==> config.mk <==
export PLATFORM = sky130hd
export DESIGN_NAME = board_io_hub
export DESIGN_NICKNAME = d
export VERILOG_FILES = /design/src/rtl/board_io_hub.sv
export SDC_FILE = /design/constraint.sdc
export NUM_CORES = 1
export LEC_CHECK = 0
export ABC_AREA = 1
export BUFFER_PORTS_ARGS = -buffer_cell sky130_fd_sc_hd__buf_2
export CORE_MARGIN = 4
export CORE_UTILIZATION = 45
export CTS_CLUSTER_DIAMETER = 80
export DETAILED_ROUTE_END_ITERATION = 10
export PLACE_DENSITY_LB_ADDON = 0.15
export SYNTH_ARGS = -nofsm -noshare
export SYNTH_HDL_FRONTEND = slang
export SYNTH_SLANG_ARGS = --single-unit
==> constraint.sdc <==
create_clock -name clk -period 3.7 [get_ports clk]
set_clock_uncertainty 0.1 [all_clocks]
set_input_delay 0.37 -clock clk [delete_from_list [all_inputs] [get_ports clk]]
set_output_delay 0.37 -clock clk [all_outputs]
set_load 0.01 [all_outputs]
==> src/rtl/board_io_hub.sv <==
// rtl/board_io_hub.sv - board pin hub: switch sync, button debounce, LED register, 7-seg scanner
//
// Purpose: sits between raw board pins and a user core so the core sees clean,
// synchronous values and drives plain LED/display values.
//
// Ports:
//   clk         in  1             single clock
//   rst         in  1             synchronous active-low reset
//   sw          in  SWITCH_COUNT  raw switches (asynchronous)
//   btn         in  BUTTON_COUNT  raw buttons (asynchronous, bouncing)
//   led         out LED_COUNT     registered LED drive
//   seg         out 8             segments {dp, g..a}, active-high
//   an          out SEG_COUNT     one-hot digit enable, active-high
//   sw_sync     out SWITCH_COUNT  synchronised switches
//   btn_level   out BUTTON_COUNT  debounced button level
//   btn_press   out BUTTON_COUNT  one-cycle pulse on debounced rise
//   led_in      in  LED_COUNT     core LED request
//   disp_value  in  4*SEG_COUNT   hex nibble per digit
//   disp_dp     in  SEG_COUNT     decimal point per digit
//   disp_en     in  SEG_COUNT     digit enable (0 = blank)

module board_io_hub #(
  parameter int LED_COUNT       = 8,
  parameter int SWITCH_COUNT    = 8,
  parameter int BUTTON_COUNT    = 4,
  parameter int SEG_COUNT       = 4,
  parameter int DEBOUNCE_CYCLES = 4,
  parameter int SCAN_DIV        = 1024
) (
  input  logic                   clk,
  input  logic                   rst,
  input  logic [SWITCH_COUNT-1:0] sw,
  input  logic [BUTTON_COUNT-1:0] btn,
  output logic [LED_COUNT-1:0]    led,
  output logic [7:0]              seg,
  output logic [SEG_COUNT-1:0]    an,
  output logic [SWITCH_COUNT-1:0] sw_sync,
  output logic [BUTTON_COUNT-1:0] btn_level,
  output logic [BUTTON_COUNT-1:0] btn_press,
  input  logic [LED_COUNT-1:0]    led_in,
  input  logic [4*SEG_COUNT-1:0]  disp_value,
  input  logic [SEG_COUNT-1:0]    disp_dp,
  input  logic [SEG_COUNT-1:0]    disp_en
);

  localparam int CW = $clog2(DEBOUNCE_CYCLES + 1);
  localparam int PW = (SCAN_DIV > 1) ? $clog2(SCAN_DIV) : 1;
  localparam int IW = (SEG_COUNT > 1) ? $clog2(SEG_COUNT) : 1;

  localparam logic [CW-1:0] DB_LAST    = CW'(DEBOUNCE_CYCLES - 1);
  localparam logic [PW-1:0] PRESC_LAST = PW'(SCAN_DIV - 1);
  localparam logic [IW-1:0] IDX_LAST   = IW'(SEG_COUNT - 1);

  // ---------------------------------------------------------------------------
  // State
  // ---------------------------------------------------------------------------
  logic [SWITCH_COUNT-1:0]           sw_s1_q, sw_s2_q;
  logic [BUTTON_COUNT-1:0]           btn_s1_q, btn_s2_q;
  logic [BUTTON_COUNT-1:0][CW-1:0]   db_cnt_q, db_cnt_d;
  logic [BUTTON_COUNT-1:0]           level_q, level_d;
  logic [BUTTON_COUNT-1:0]           press_q, press_d;
  logic [LED_COUNT-1:0]              led_q;
  logic [PW-1:0]                     presc_q, presc_d;
  logic [IW-1:0]                     idx_q, idx_d;
  logic [7:0]                        seg_q, seg_d;
  logic [SEG_COUNT-1:0]              an_q, an_d;

  // ---------------------------------------------------------------------------
  // Hex to seven-segment (g..a), active-high
  // ---------------------------------------------------------------------------
  function automatic logic [6:0] hex7(input logic [3:0] v);
    logic [6:0] r;
    case (v)
      4'h0: r = 7'h3F;
      4'h1: r = 7'h06;
      4'h2: r = 7'h5B;
      4'h3: r = 7'h4F;
      4'h4: r = 7'h66;
      4'h5: r = 7'h6D;
      4'h6: r = 7'h7D;
      4'h7: r = 7'h07;
      4'h8: r = 7'h7F;
      4'h9: r = 7'h6F;
      4'hA: r = 7'h77;
      4'hB: r = 7'h7C;
      4'hC: r = 7'h39;
      4'hD: r = 7'h5E;
      4'hE: r = 7'h79;
      default: r = 7'h71;
    endcase
    return r;
  endfunction

  // ---------------------------------------------------------------------------
  // Debounce: a button level is accepted only after the synchronised input has
  // disagreed with the current level for DEBOUNCE_CYCLES consecutive cycles.
  // Any cycle of agreement restarts the count.
  // ---------------------------------------------------------------------------
  always_comb begin
    db_cnt_d = '0;
    level_d  = level_q;
    press_d  = '0;
    for (int i = 0; i < BUTTON_COUNT; i++) begin
      if (btn_s2_q[i] != level_q[i]) begin
        if (db_cnt_q[i] == DB_LAST) begin
          level_d[i] = btn_s2_q[i];
          // Pulse only on an accepted rise; releases are silent.
          press_d[i] = btn_s2_q[i];
        end else begin
          db_cnt_d[i] = db_cnt_q[i] + 1'b1;
        end
      end
    end
  end

  // ---------------------------------------------------------------------------
  // Scanner: prescaler paces the digit index; seg/an are registered from the
  // current index so each digit occupies exactly SCAN_DIV output cycles.
  // ---------------------------------------------------------------------------
  logic [3:0] sel_nib;
  logic       sel_dp;
  logic       sel_en;

  always_comb begin
    presc_d = presc_q + 1'b1;
    idx_d   = idx_q;
    if (presc_q == PRESC_LAST) begin
      presc_d = '0;
      idx_d   = (idx_q == IDX_LAST) ? '0 : idx_q + 1'b1;
    end
  end

  always_comb begin
    sel_nib = 4'h0;
    sel_dp  = 1'b0;
    sel_en  = 1'b0;
    an_d    = '0;
    for (int i = 0; i < SEG_COUNT; i++) begin
      if (idx_q == IW'(i)) begin
        sel_nib = disp_value[4*i +: 4];
        sel_dp  = disp_dp[i];
        sel_en  = disp_en[i];
        an_d[i] = disp_en[i];
      end
    end
    seg_d = sel_en ? {sel_dp, hex7(sel_nib)} : 8'h00;
  end

  // ---------------------------------------------------------------------------
  // Registers
  // ---------------------------------------------------------------------------
  always_ff @(posedge clk) begin
    if (!rst) begin
      sw_s1_q  <= '0;
      sw_s2_q  <= '0;
      btn_s1_q <= '0;
      btn_s2_q <= '0;
      db_cnt_q <= '0;
      level_q  <= '0;
      press_q  <= '0;
      led_q    <= '0;
      presc_q  <= '0;
      idx_q    <= '0;
      seg_q    <= '0;
      an_q     <= '0;
    end else begin
      sw_s1_q  <= sw;
      sw_s2_q  <= sw_s1_q;
      btn_s1_q <= btn;
      btn_s2_q <= btn_s1_q;
      db_cnt_q <= db_cnt_d;
      level_q  <= level_d;
      press_q  <= press_d;
      led_q    <= led_in;
      presc_q  <= presc_d;
      idx_q    <= idx_d;
      seg_q    <= seg_d;
      an_q     <= an_d;
    end
  end

  assign sw_sync   = sw_s2_q;
  assign btn_level = level_q;
  assign btn_press = press_q;
  assign led       = led_q;
  assign seg       = seg_q;
  assign an        = an_q;

endmodule
==> results.toml <==
[power]
netSwitchingFraction = 0.233
pwr-share-seq = 0.569
p_comb_frac = 0.075
p_clk_frac = 0.356
p_per_area_nw_per_um2 = 413
p_total_mw = 1.50
ir_drop_mv = 0.208
p_switching_uw = 349
p_int_mw = 1.15
leakage_nw = 1.98

[timing]
final-max-slew-violation-count = 0
timing.hold.ws_ns = 0.111
fmax_ghz = 0.434
fin_crit_ns = 2.30
final-setup-viol-count = 0
slew_headroom = 0.546
max_slew.worst_pin.slew_ns = 0.681
hold_viol = 0
tns_ns = 0
finalCritPeriodShare = 0.622
rsz0062_at_grt = "false"

[setup_path]
r2r_slack_ns = 1.40
r2r_start = "idx_q[0]"
required_ns = 3.83
worstPathArrival_ns = 2.43
r2r-end = "seg[3]"
worstSetupStartpointType = "register"
r2r_cells = 12
crit_type = "reg2reg"
crit_path_max_fanout = 7
end_kind = "register"

[die]
die_w_um = 89.8
core_area_um2 = 6420
pin_count = 82
initial_utilization = 0.468
die_h_um = 89.8
rows = 29
fp.dieArea_um2 = 8060

[synth]
synth_compound_area_frac = 0.0711
syn_avg_cell_area_um2 = 8.13
syn_nets = 436
synth_seq_cells = 76
yosys.area_share.simple = 0.222
synth_flop_cell = "dfxtp_1"
synth_top_family_by_area = "simple AND/OR/NAND/NOR gates"
yosys.area.top_type = "dfxtp_1"
synth_top_area_share = 0.506
netlist_top_cells_area = "dfxtp_1 (51%), nand2_1 (10%), ha_1 (8.3%)"
synth_cells = 370
synth_xor_area_frac = 0.0146
synth-edff-count = 0
syn_area_um2 = 3010
yosys_warnings = 0
ys_seq_area_frac = 0.506
async_flop_share = 0
synthAdderAreaFrac = 0.0832
synth.distinct_cells = 30
synth_top_cells_by_count = "nand2_1 (84), dfxtp_1 (76), inv_1 (65), nor2_1 (39), a21oi_1 (22)"
synth_mux_area_frac = 0
yosysMostFrequentCell = "nand2_1"

[placed_design]
dp.cells = 520
dp_hpwl_um = 4220
portBuffers = 81
gp_congestion = 0.817

[routing]
wl_um = 5570
drt-initial-drc-count = 91
routed-via-count = 2396
ant_nets = 0
first_pass_iters = 4
wl_per_cell_um = 10.4
drc = 0
vias_per_cell = 4.48

[status]
status = "finished clean"

[grt]
grt-ovfl-total = 0
grt_pass1_wl_um = 9760
grt_pass1_vias = 2278
grt_max_degree = 40
grtUsageTotal = 0.145
antenna_found_initial = 0

[cts]
path_clk_slew_ns = 0.07
cts_setup_buffers = 0
cts_tree = "built"
cts_root_buf = "clkbuf_8"
ctsHoldBuffers = 0
htree_levels = 3
clock_path_buffers = 2
clkSinkCount = 76
insertion_delay_ns = 0.33
cts_made_buffers = 9
cts_resized = 0

[cells_and_area]
num-nets-final = 520
utilization = 0.565
diodes = 0
drive_above_1_share = 0.238
fin_cells = 535
area_growth_pct = 20.6

[run]
cap_violations = 0

[worst_hold_path]
min_from = "led_in[7]"
min_path_cells = 3
hold_path_class = "in2reg"
holdPathEnd = "led[7]"
critical path: stages (launching register included):
cell     delay (ns)
dfxtp_1        0.33
inv_1          0.12
ha_1           0.32
inv_2          0.12
nor2_1         0.10
nor2_1         0.05
a21oi_2        0.27
inv_1          0.14
ha_1           0.31
nand3_1        0.08
nand2_1        0.08
o21ai_1        0.12
nor2_1         0.04
registers in the layout (all words and copies together) (netlist names):
name and count:
db_cnt_q 12, presc_q 10, led 8, seg 8
sw_s1_q 8, sw_sync 8, an 4, btn_level 4
btn_press 4, btn_s1_q 4, btn_s2_q 4, idx_q 2
final cells by class:
cell class | instances | area, um2
inverters | 69 | 262
well taps | 77 | 96.3
flip-flops and latches | 76 | 1520
repair buffers | 81 | 405
multi-input cells | 217 | 1180
clock inverters | 4 | 26.3
fillers | 639 | 2790
clock buffers | 11 | 141
worst max-delay path by stage:
stage / start / endpoint / slack [ns]
detailed placement: idx_q[0] / seg[5] / 1.44
finish: idx_q[0] / seg[3] / 1.40
global placement: idx_q[0] / seg[3] / 1.53
global route: idx_q[0] / seg[5] / 1.12
floorplan: idx_q[1] / seg[3] / 1.70
CTS: idx_q[0] / seg[3] / 1.40
logic make-up after synthesis:
kind of cell / after synthesis
buffers and inverters: 77
DFF: 76
adders and majority gates: 20
and+or+nand+nor: 155
xor gates and xnor gates: 5
AOI/OAI and AO/OA: 37
through the flow:
step	instance area, um2	worst slack, ns
floorplan	3010	1.70
global placement	3460	1.53
global route	3630	1.12
finish	3630	1.40
CTS	3630	1.40
detailed placement	3460	1.44
power groups by stage:
stage	registers, mW	logic, mW	clock network (mW)
after floorplan	0.878	0.0563	0
after global placement	0.870	0.112	0
after detailed placement	0.871	0.113	0
after CTS	0.852	0.114	0.556
after global routing	0.854	0.129	0.590
final	0.852	0.112	0.533
metal layers:
layer | GRT usage | vias up | wire length [um]
met1 | 0.169 | 1037 | 2520
met4 | 0.0524 | 0 | 68
met3 | 0.0492 | 5 | 309
met5 | 0 | - | 0
met2 | 0.248 | 58 | 2670
li1 | - | 1296 | -
layout by cell type (no fill, tap or decap), drive strengths merged, types with 3 or more instances in the layout:
master,count
a211oi,4
a21oi,23
buf,81
clkbuf,11
clkinv,3
dfxtp,76
ha,20
inv,69
nand2,89
nand3,16
nor2,40
nor3,7
o211ai,6
o21ai,4
xor2,3
No activity file was read; power rests on OpenSTA's default activity.
